[src/rtl/prio_arb_pkg.sv]
// prio_arb_pkg: shared FSM state type and arbitration mode constants for prio_enc_arb.
package prio_arb_pkg;

    typedef enum logic {ST_IDLE, ST_GRANT} state_t;

    localparam logic MODE_FIXED = 1'b0;
    localparam logic MODE_RR    = 1'b1;

endpackage

[src/rtl/prio_enc_rot.sv]
// prio_enc_rot: combinational rotating priority finder; index k-1 has highest priority, k lowest.
module prio_enc_rot #(
    parameter int N     = 8,
    parameter int IDX_W = $clog2(N)
) (
    input  logic [N-1:0]     req,
    input  logic [IDX_W-1:0] k,
    output logic             found,
    output logic [IDX_W-1:0] idx
);

    logic [N-1:0]     rot;
    logic [IDX_W-1:0] pos;

    function automatic logic [IDX_W-1:0] wrap_add(input int a, input int b);
        int s;
        s = a + b;
        return IDX_W'((s >= N) ? s - N : s);
    endfunction

    // Rotate so requester k-1 lands on the top bit, find the highest set bit, then map it back.
    always_comb begin
        rot = '0;
        pos = '0;
        for (int j = 0; j < N; j++) begin
            rot[j] = req[wrap_add(j, int'(k))];
        end
        for (int j = 0; j < N; j++) begin
            if (rot[j]) pos = IDX_W'(j);
        end
        found = |req;
        idx   = wrap_add(int'(pos), int'(k));
    end

endmodule

[src/rtl/prio_enc_arb.sv]
// prio_enc_arb: N-input fixed/round-robin arbiter with registered grant and valid/ready handshake.
// Optional saturating accept counter is enabled by defining PRIO_ARB_STATS_EN.
module prio_enc_arb
    import prio_arb_pkg::*;
#(
    parameter int N     = 8,
    parameter int IDX_W = $clog2(N),
    parameter int CNT_W = 16
) (
    input  logic             clk,
    input  logic             rst_n,
    input  logic [N-1:0]     req,
    input  logic             mode,
    input  logic             gnt_ready,
    output logic             gnt_valid,
    output logic [IDX_W-1:0] gnt_idx,
    output logic [N-1:0]     gnt_onehot
`ifdef PRIO_ARB_STATS_EN
    ,
    output logic [CNT_W-1:0] accept_cnt
`endif
);

    state_t           state_q, state_d;
    logic [IDX_W-1:0] gnt_idx_q, gnt_idx_d;
    logic [N-1:0]     gnt_onehot_q, gnt_onehot_d;
    logic [IDX_W-1:0] last_ptr_q, last_ptr_d;
    logic [IDX_W-1:0] arb_k;
    logic [IDX_W-1:0] win_idx;
    logic             found;
    logic             accept;

    assign accept = (state_q == ST_GRANT) && gnt_ready;

    // Pointer moves to the accepted index; re-arbitration in the same cycle already sees it.
    always_comb begin
        last_ptr_d = accept ? gnt_idx_q : last_ptr_q;
        arb_k      = (mode == MODE_RR) ? last_ptr_d : '0;
    end

    prio_enc_rot #(
        .N     (N),
        .IDX_W (IDX_W)
    ) u_rot (
        .req   (req),
        .k     (arb_k),
        .found (found),
        .idx   (win_idx)
    );

    // Arbitrate when idle or on accept; otherwise hold the grant regardless of req/mode.
    always_comb begin
        state_d      = state_q;
        gnt_idx_d    = gnt_idx_q;
        gnt_onehot_d = gnt_onehot_q;
        if (state_q == ST_IDLE || accept) begin
            state_d      = found ? ST_GRANT : ST_IDLE;
            gnt_idx_d    = found ? win_idx : '0;
            gnt_onehot_d = found ? (N'(1) << win_idx) : '0;
        end
    end

    // State and grant registers; reset clears any pending grant.
    always_ff @(posedge clk or negedge rst_n) begin
        if (!rst_n) begin
            state_q      <= ST_IDLE;
            gnt_idx_q    <= '0;
            gnt_onehot_q <= '0;
            last_ptr_q   <= '0;
        end else begin
            state_q      <= state_d;
            gnt_idx_q    <= gnt_idx_d;
            gnt_onehot_q <= gnt_onehot_d;
            last_ptr_q   <= last_ptr_d;
        end
    end

    assign gnt_valid  = (state_q == ST_GRANT);
    assign gnt_idx    = gnt_idx_q;
    assign gnt_onehot = gnt_onehot_q;

`ifdef PRIO_ARB_STATS_EN
    logic [CNT_W-1:0] cnt_q, cnt_d;

    // Count accepts, sticking at all-ones.
    always_comb begin
        cnt_d = (accept && cnt_q != '1) ? cnt_q + CNT_W'(1) : cnt_q;
    end

    // Accept counter register.
    always_ff @(posedge clk or negedge rst_n) begin
        if (!rst_n) cnt_q <= '0;
        else        cnt_q <= cnt_d;
    end

    assign accept_cnt = cnt_q;
`endif

endmodule
[config.mk]
export PLATFORM = sky130hd
export DESIGN_NAME = prio_enc_arb
export DESIGN_NICKNAME = d
export VERILOG_FILES = /design/src/rtl/prio_arb_pkg.sv /design/src/rtl/prio_enc_rot.sv /design/src/rtl/prio_enc_arb.sv
export SDC_FILE = /design/constraint.sdc
export NUM_CORES = 1
export LEC_CHECK = 0
export CORE_ASPECT_RATIO = 0.75
export CORE_UTILIZATION = 56
export DETAILED_ROUTE_END_ITERATION = 10
export PLACE_DENSITY = 0.82
export SLEW_MARGIN = 20
export SYNTH_ARGS = -nofsm -noshare
export SYNTH_HDL_FRONTEND = slang
export SYNTH_SLANG_ARGS = --single-unit
[constraint.sdc]
create_clock -name clk -period 8.9 [get_ports clk]
set_clock_uncertainty 0.2 [all_clocks]
set_input_delay 1.335 -clock clk [delete_from_list [all_inputs] [get_ports clk]]
set_output_delay 1.335 -clock clk [all_outputs]
set_load 0.05 [all_outputs]
Word-level counts from Yosys, hierarchy flattened:

Cells that the tools add are included.

* magnitude comparators: 15
* mux-type cells: 34
* add/subtract/negate cells: 16
* bitwise operators: 1
* reduce and logical (&&, ||, !) cells: 3
* shifts and indexed selects: 1

Operators with widths (count)
* 3-bit 2-to-1 mux: 15
* 4-bit >= comparator (second input constant): 8
* 3-bit by 4-bit < comparator with 1-bit output (second input constant): 7
* 3-bit by 1-bit subtractor with 3-bit output (second input constant): 8
* 1-bit binary-select mux with 3-bit select: 7
* 3-bit by 3-bit adder with 4-bit output (first input constant): 4
* 1-bit 2-to-1 mux: 9
* 2-bit by 3-bit adder with 4-bit output (first input constant): 2
* 8-bit 2-to-1 mux: 1
* 8-bit OR reduction: 1
* 1-bit by 3-bit left shift with 8-bit output (first input constant): 1
* 1-bit by 3-bit adder with 4-bit output (first input constant): 1
* 3-bit by 3-bit adder with 4-bit output: 1
* 2-bit 2-to-1 mux: 2
* 1-bit logical AND: 1
* 1-bit logical OR: 1
* 1-bit NOT: 1

* word-level logic and storage cells: 74
* output and inout bits: 12
* register bits: 15

Depth between registers and ports, before layout:

* depth after elaboration: 20
* mapped depth: 16

By module:

From an unflattened synthesis, not the netlist that was laid out.

* cell total of the unflattened synthesis: 119
* area total of the unflattened synthesis: 1332.5 um^2

Modules (own cells, without submodules)
* prio_enc_arb: instances 1, cells each 63, area each 700.7 um^2, sequential area each 375.4 um^2
* prio_enc_rot: instances 1, cells each 56, area each 631.9 um^2, sequential area each 0.0 um^2

Worst setup path before layout:

Ideal clock, no wire load.

* path kind: input-to-reg
* start: input gnt_ready
* end: register gnt_onehot_q[4] (netlist: gnt_onehot[4])
* stages on the path: 16
* data required time: 8.605 ns
* path buffers: 2
* setup time: 0.095 ns
* path slack: 4.261 ns
* arrival: 4.344 ns
* path through: buf_6 a21bo_4 a21bo_1 buf_6 ha_1 xnor2_1 mux2i_1 mux2_2 o31ai_1 a311o_2 ha_1 inv_1 fa_1 xnor2_1 a21oi_1 o31ai_1

* word-level cells in the longest chain between the ends: 20
* elaborated cells on any way between the ends: 59
* those cells by class: add/sub (16); order compare (8); shift (1); mux (32); reduce/logical (2)

RTL lines
* start, declared: line prio_enc_arb.sv:14 `input logic gnt_ready,`
* 1-bit logical AND *: line prio_enc_arb.sv:33 `assign accept = (state_q == ST_GRANT) && gnt_ready;`
* 3-bit 2-to-1 mux: line prio_enc_arb.sv:37 `last_ptr_d = accept ? gnt_idx_q : last_ptr_q;`
* 3-bit 2-to-1 mux: line prio_enc_arb.sv:38 `arb_k = (mode == MODE_RR) ? last_ptr_d : '0;`
* 1-bit by 3-bit adder with 4-bit output: line prio_enc_rot.sv:17 `s = a + b;`
* 4-bit >= comparator or 3-bit by 1-bit subtractor with 3-bit output (tied branches): line prio_enc_rot.sv:18 `return IDX_W'((s >= N) ? s - N : s);`
* 3-bit 2-to-1 mux: line prio_enc_rot.sv:18
* 1-bit binary-select mux with 3-bit select: line prio_enc_rot.sv:26 `rot[j] = req[wrap_add(j, int'(k))];`
* 1-bit 2-to-1 mux (implied by the code): line prio_enc_rot.sv:26
* 1-bit 2-to-1 mux: line prio_enc_rot.sv:29 `if (rot[j]) pos = IDX_W'(j);`
* 2-bit 2-to-1 mux (2 in a row): line prio_enc_rot.sv:29
* 3-bit 2-to-1 mux (4 in a row): line prio_enc_rot.sv:29
* 3-bit by 3-bit adder with 4-bit output: line prio_enc_rot.sv:17
* 4-bit >= comparator or 3-bit by 1-bit subtractor with 3-bit output (tied branches): line prio_enc_rot.sv:18
* 3-bit 2-to-1 mux: line prio_enc_rot.sv:18
* 1-bit by 3-bit left shift with 8-bit output: line prio_enc_arb.sv:59 `gnt_onehot_d = found ? (N'(1) << win_idx) : '0;`
* 8-bit 2-to-1 mux: line prio_enc_arb.sv:59
* end signal, assigned: line prio_enc_arb.sv:73 `gnt_onehot_q <= gnt_onehot_d;`
* end, declared: line prio_enc_arb.sv:26 `logic [N-1:0] gnt_onehot_q, gnt_onehot_d;`

Mark *: on every way between the ends. The rest lies on a longest branch, timed or not. The select of a mux whose other input is x is not followed.
A chain may end at the register's enable or synchronous reset.

Worst setup path in the final report:

* start: input gnt_ready
* end: register gnt_onehot_q[6] (netlist: gnt_onehot[6])

The elaborated chain is that of the path after synthesis.

==> impl_metrics.yaml <==
placed_design:
  preCtsSetupSlack_ns: 3.27
  place_congestion: 0.972
  dpl-instance-area_um2: 1520
  dp.final_hpwl_um: 2590
  port_buffers: 23
  post-place-cells: 174
detailed_routing:
  num_vias: 1187
  wire_per_inst_um: 18.2
  ant_nets: 0
  via_per_inst: 6.67
  drc: 1
  wirelength_um: 3240
  drtIter0Drc: 77
  first_pass_iters: 7
synth:
  synth_seq_cells: 15
  synthSimpleGateAreaFrac: 0.200
  yosysUniqueCellTypes: 41
  synth_fp_nets: 147
  synth_xor_area_frac: 0.0270
  yosysTopAreaCellShare: 0.289
  synth_top_family_by_area: "compound AO/OA/AOI/OAI gates"
  synth.avg_cell_area_um2: 9.84
  synth_edf_count: 0
  ys_warn_count: 0
  synth_mux_area_frac: 0.170
  seq_area_frac_synth: 0.289
  synth_largest_area_cell: "dfrtp_1"
  synthAdderAreaFrac: 0.0347
  synth_compound_area_frac: 0.233
  synth_cells: 132
  synth_ff_type: "dfrtp_1"
  ys_top_cells_by_area: "dfrtp_1, o31ai_1, mux4_2"
  async_flop_share: 1.00
  netlist_area_um2: 1300
worst_setup_path:
  path_common_cell: "a21oi_1"
  slowest_delay_ns: 0.64
  crit_type: "primary input to flop"
  critPathSlowestCell: "clkdlybuf4s50_1"
  crit_path_max_fanout: 10
  endpoint_kind: "flop"
  cp-start-kind: "primary input"
  crit_chain: "clkdlybuf4s50_1 -> a21boi_0 -> o21ai_1 -> mux4_1 -> mux2i_1 -> nand3_1 -> nand2_1 -> a21oi_1 -> fa_1 -> xnor2_1 -> a21oi_1 -> o31ai_1"
  required_ns: 8.89
  arrival_ns: 5.33
sta:
  max-slew-margin-rel: 0.423
  finalSetupTns_ns: 0
  final.min_clock_period_ns: 5.34
  slew_viol_final: 0
  rsz0062_at_grt: "no"
  layout_setup_ws_ns: 3.56
  worstMarginPinSlew_ns: 0.864
  setup_viol: 0
  finalCritPeriodShare: 0.600
  hold_violations: 0
  fmax_mhz: 187
die:
  dieHeight_um: 43.7
  start_util: 0.618
  die-area_um2: 2520
  die_width_um: 57.6
  coreArea_um2: 2100
  core.rowCount: 14
  num_io_pins: 24
global_route:
  track_usage: 0.283
  antenna_found_initial: 0
  grt_pass1_vias: 1063
  grt_pass1_wl_um: 5290
  grt_max_degree: 16
  grt_overflow: 0
clocking:
  cts_tree: "done"
  cts_buffers: 3
  cts_setup_buffers: 0
  clock-root-buffer: "clkbuf_4"
  cts_resized: 0
  clkTransAtPathRegs_ns: 0.10
  hold_buffers: 0
  cts_max_path_buffers: 2
  worstSkewPairLatency_ns: 0.29
  cts_sinks: 15
  h-tree-depth: 1
pwr:
  ir_worst_vdd_mv: 0.217
  power.density_nw_per_um2: 324
  power.leakage_nw: 0.646
min_path:
  hp-class: "flop to flop"
final_layout:
  drive_above_1_share: 0.136
  finalNetCount: 170
  finish.utilization: 0.735
  syn_to_final_growth_pct: 19.0
  n_antenna_cell: 0
  finish.instance_area_um2: 1550
  fin_cells: 178
run:
  max_cap_viol_count: 0
outcome:
  run_status: "complete, but fails checks"
  failed_checks: "DRC"
==> cell families after synthesis <==
kind of cell | after synthesis
flip-flops | 15
adder cells (fa/ha/maj) | 3
multiplexers | 14
AO/OA/AOI/OAI | 39
buffers and inverters | 10
AND/OR/NAND/NOR | 47
XOR/XNOR | 4
==> cell usage after synthesis (all sizes together), types with 3 or more instances <==
master / instances
dfrtp: 15
a21oi: 3
nand3: 5
inv: 5
mux4: 5
o21ai: 5
and3: 5
o31ai: 11
a21bo: 4
mux2i: 4
mux2: 5
buf: 3
nor2: 5
nand2: 16
xnor2: 3
nor3: 6
a211oi: 7
==> final cells by class <==
type | instances | area, um2
fill | 166 | 557
multi-input combinational | 107 | 863
timing repair buffer | 23 | 230
clock inverter | 1 | 5.00
inverter | 5 | 18.8
tap | 24 | 30.0
clock buffer | 3 | 22.5
sequential | 15 | 375
==> report_power, final <==
group | switching (mW) | internal, mW | total [mW]
clock network | 0.0241 | 0.0167 | 0.0408
logic | 0.215 | 0.137 | 0.352
registers | 0.0157 | 0.0916 | 0.107
total | 0.255 | 0.245 | 0.500
==> path summary, 6_finish.rpt <==
| kind | slack [ns] | depth (start not counted) | startpoint | to |
|---|---|---|---|---|
| min in group asynchronous | 1.25 | 1 | rst_n | gnt_onehot[7] |
| max in group asynchronous | 6.83 | 1 | rst_n | gnt_onehot[6] |
| max | 3.56 | 12 | gnt_ready | gnt_onehot[6] |
| min reg2reg | 0.29 | 2 | gnt_onehot[5] | gnt_onehot[5] |
| max reg2reg | 4.71 | 14 | gnt_valid | gnt_onehot[6] |
| min | 0.29 | 2 | gnt_onehot[5] | gnt_onehot[5] |
==> sequential cells by signal, indices dropped and copies added (netlist names) <==
signal	flops
gnt_valid	1
gnt_onehot	8
last_ptr_q	3
gnt_idx	3
==> critical path, delay by kind of cell <==
family / cells / cell delay, ns
multiplexers: 2 / 0.86
buffers and inverters: 1 / 0.64
AND/OR/NAND/NOR: 2 / 0.39
AO/OA/AOI/OAI: 5 / 1.33
adder cells (fa/ha/maj): 1 / 0.45
XOR/XNOR: 1 / 0.33
==> through the flow <==
step,total power [mW],hold WS (ns)
2_1_floorplan,0.368,0.421
3_3_place_gp,0.447,0.263
3_5_place_dp,0.456,0.273
4_1_cts,0.497,0.295
5_1_grt,0.531,0.324
6_report,0.500,0.289
==> layout by cell type, fill, tap and decap left out, types with 2 or more instances in the layout <==
cell type / synthesis / final
a21bo_2: 2 / 2
and2_1: 2 / 2
xnor2_1: 3 / 3
a21boi_0: 2 / 2
mux4_2: 3 / 3
or4_1: 2 / 2
ha_1: 2 / 2
clkdlybuf4s50_1: 0 / 23
mux2_2: 4 / 4
nand2_1: 16 / 16
mux4_1: 2 / 2
nand3b_1: 2 / 2
o31ai_1: 11 / 11
inv_1: 4 / 4
a221oi_1: 2 / 2
o21ai_1: 2 / 2
nor3_1: 4 / 4
nor2_1: 5 / 5
clkbuf_4: 0 / 3
o211a_1: 2 / 2
nand3_1: 5 / 5
a211oi_1: 7 / 7
o21ai_0: 3 / 3
mux2i_1: 4 / 4
a21oi_1: 3 / 3
nor3_4: 2 / 2
and3_1: 5 / 5
dfrtp_1: 15 / 15
==> routing by layer <==
layer / track usage / vias up / routed length [um]
met2: 0.402 / 48 / 1440
li1: - / 558 / -
met3: 0.0597 / 2 / 300
met4: 0.0293 / 0 / 14
met5: 0 / - / 0
met1: 0.454 / 579 / 1480
Power figures use the tool's default switching activity.
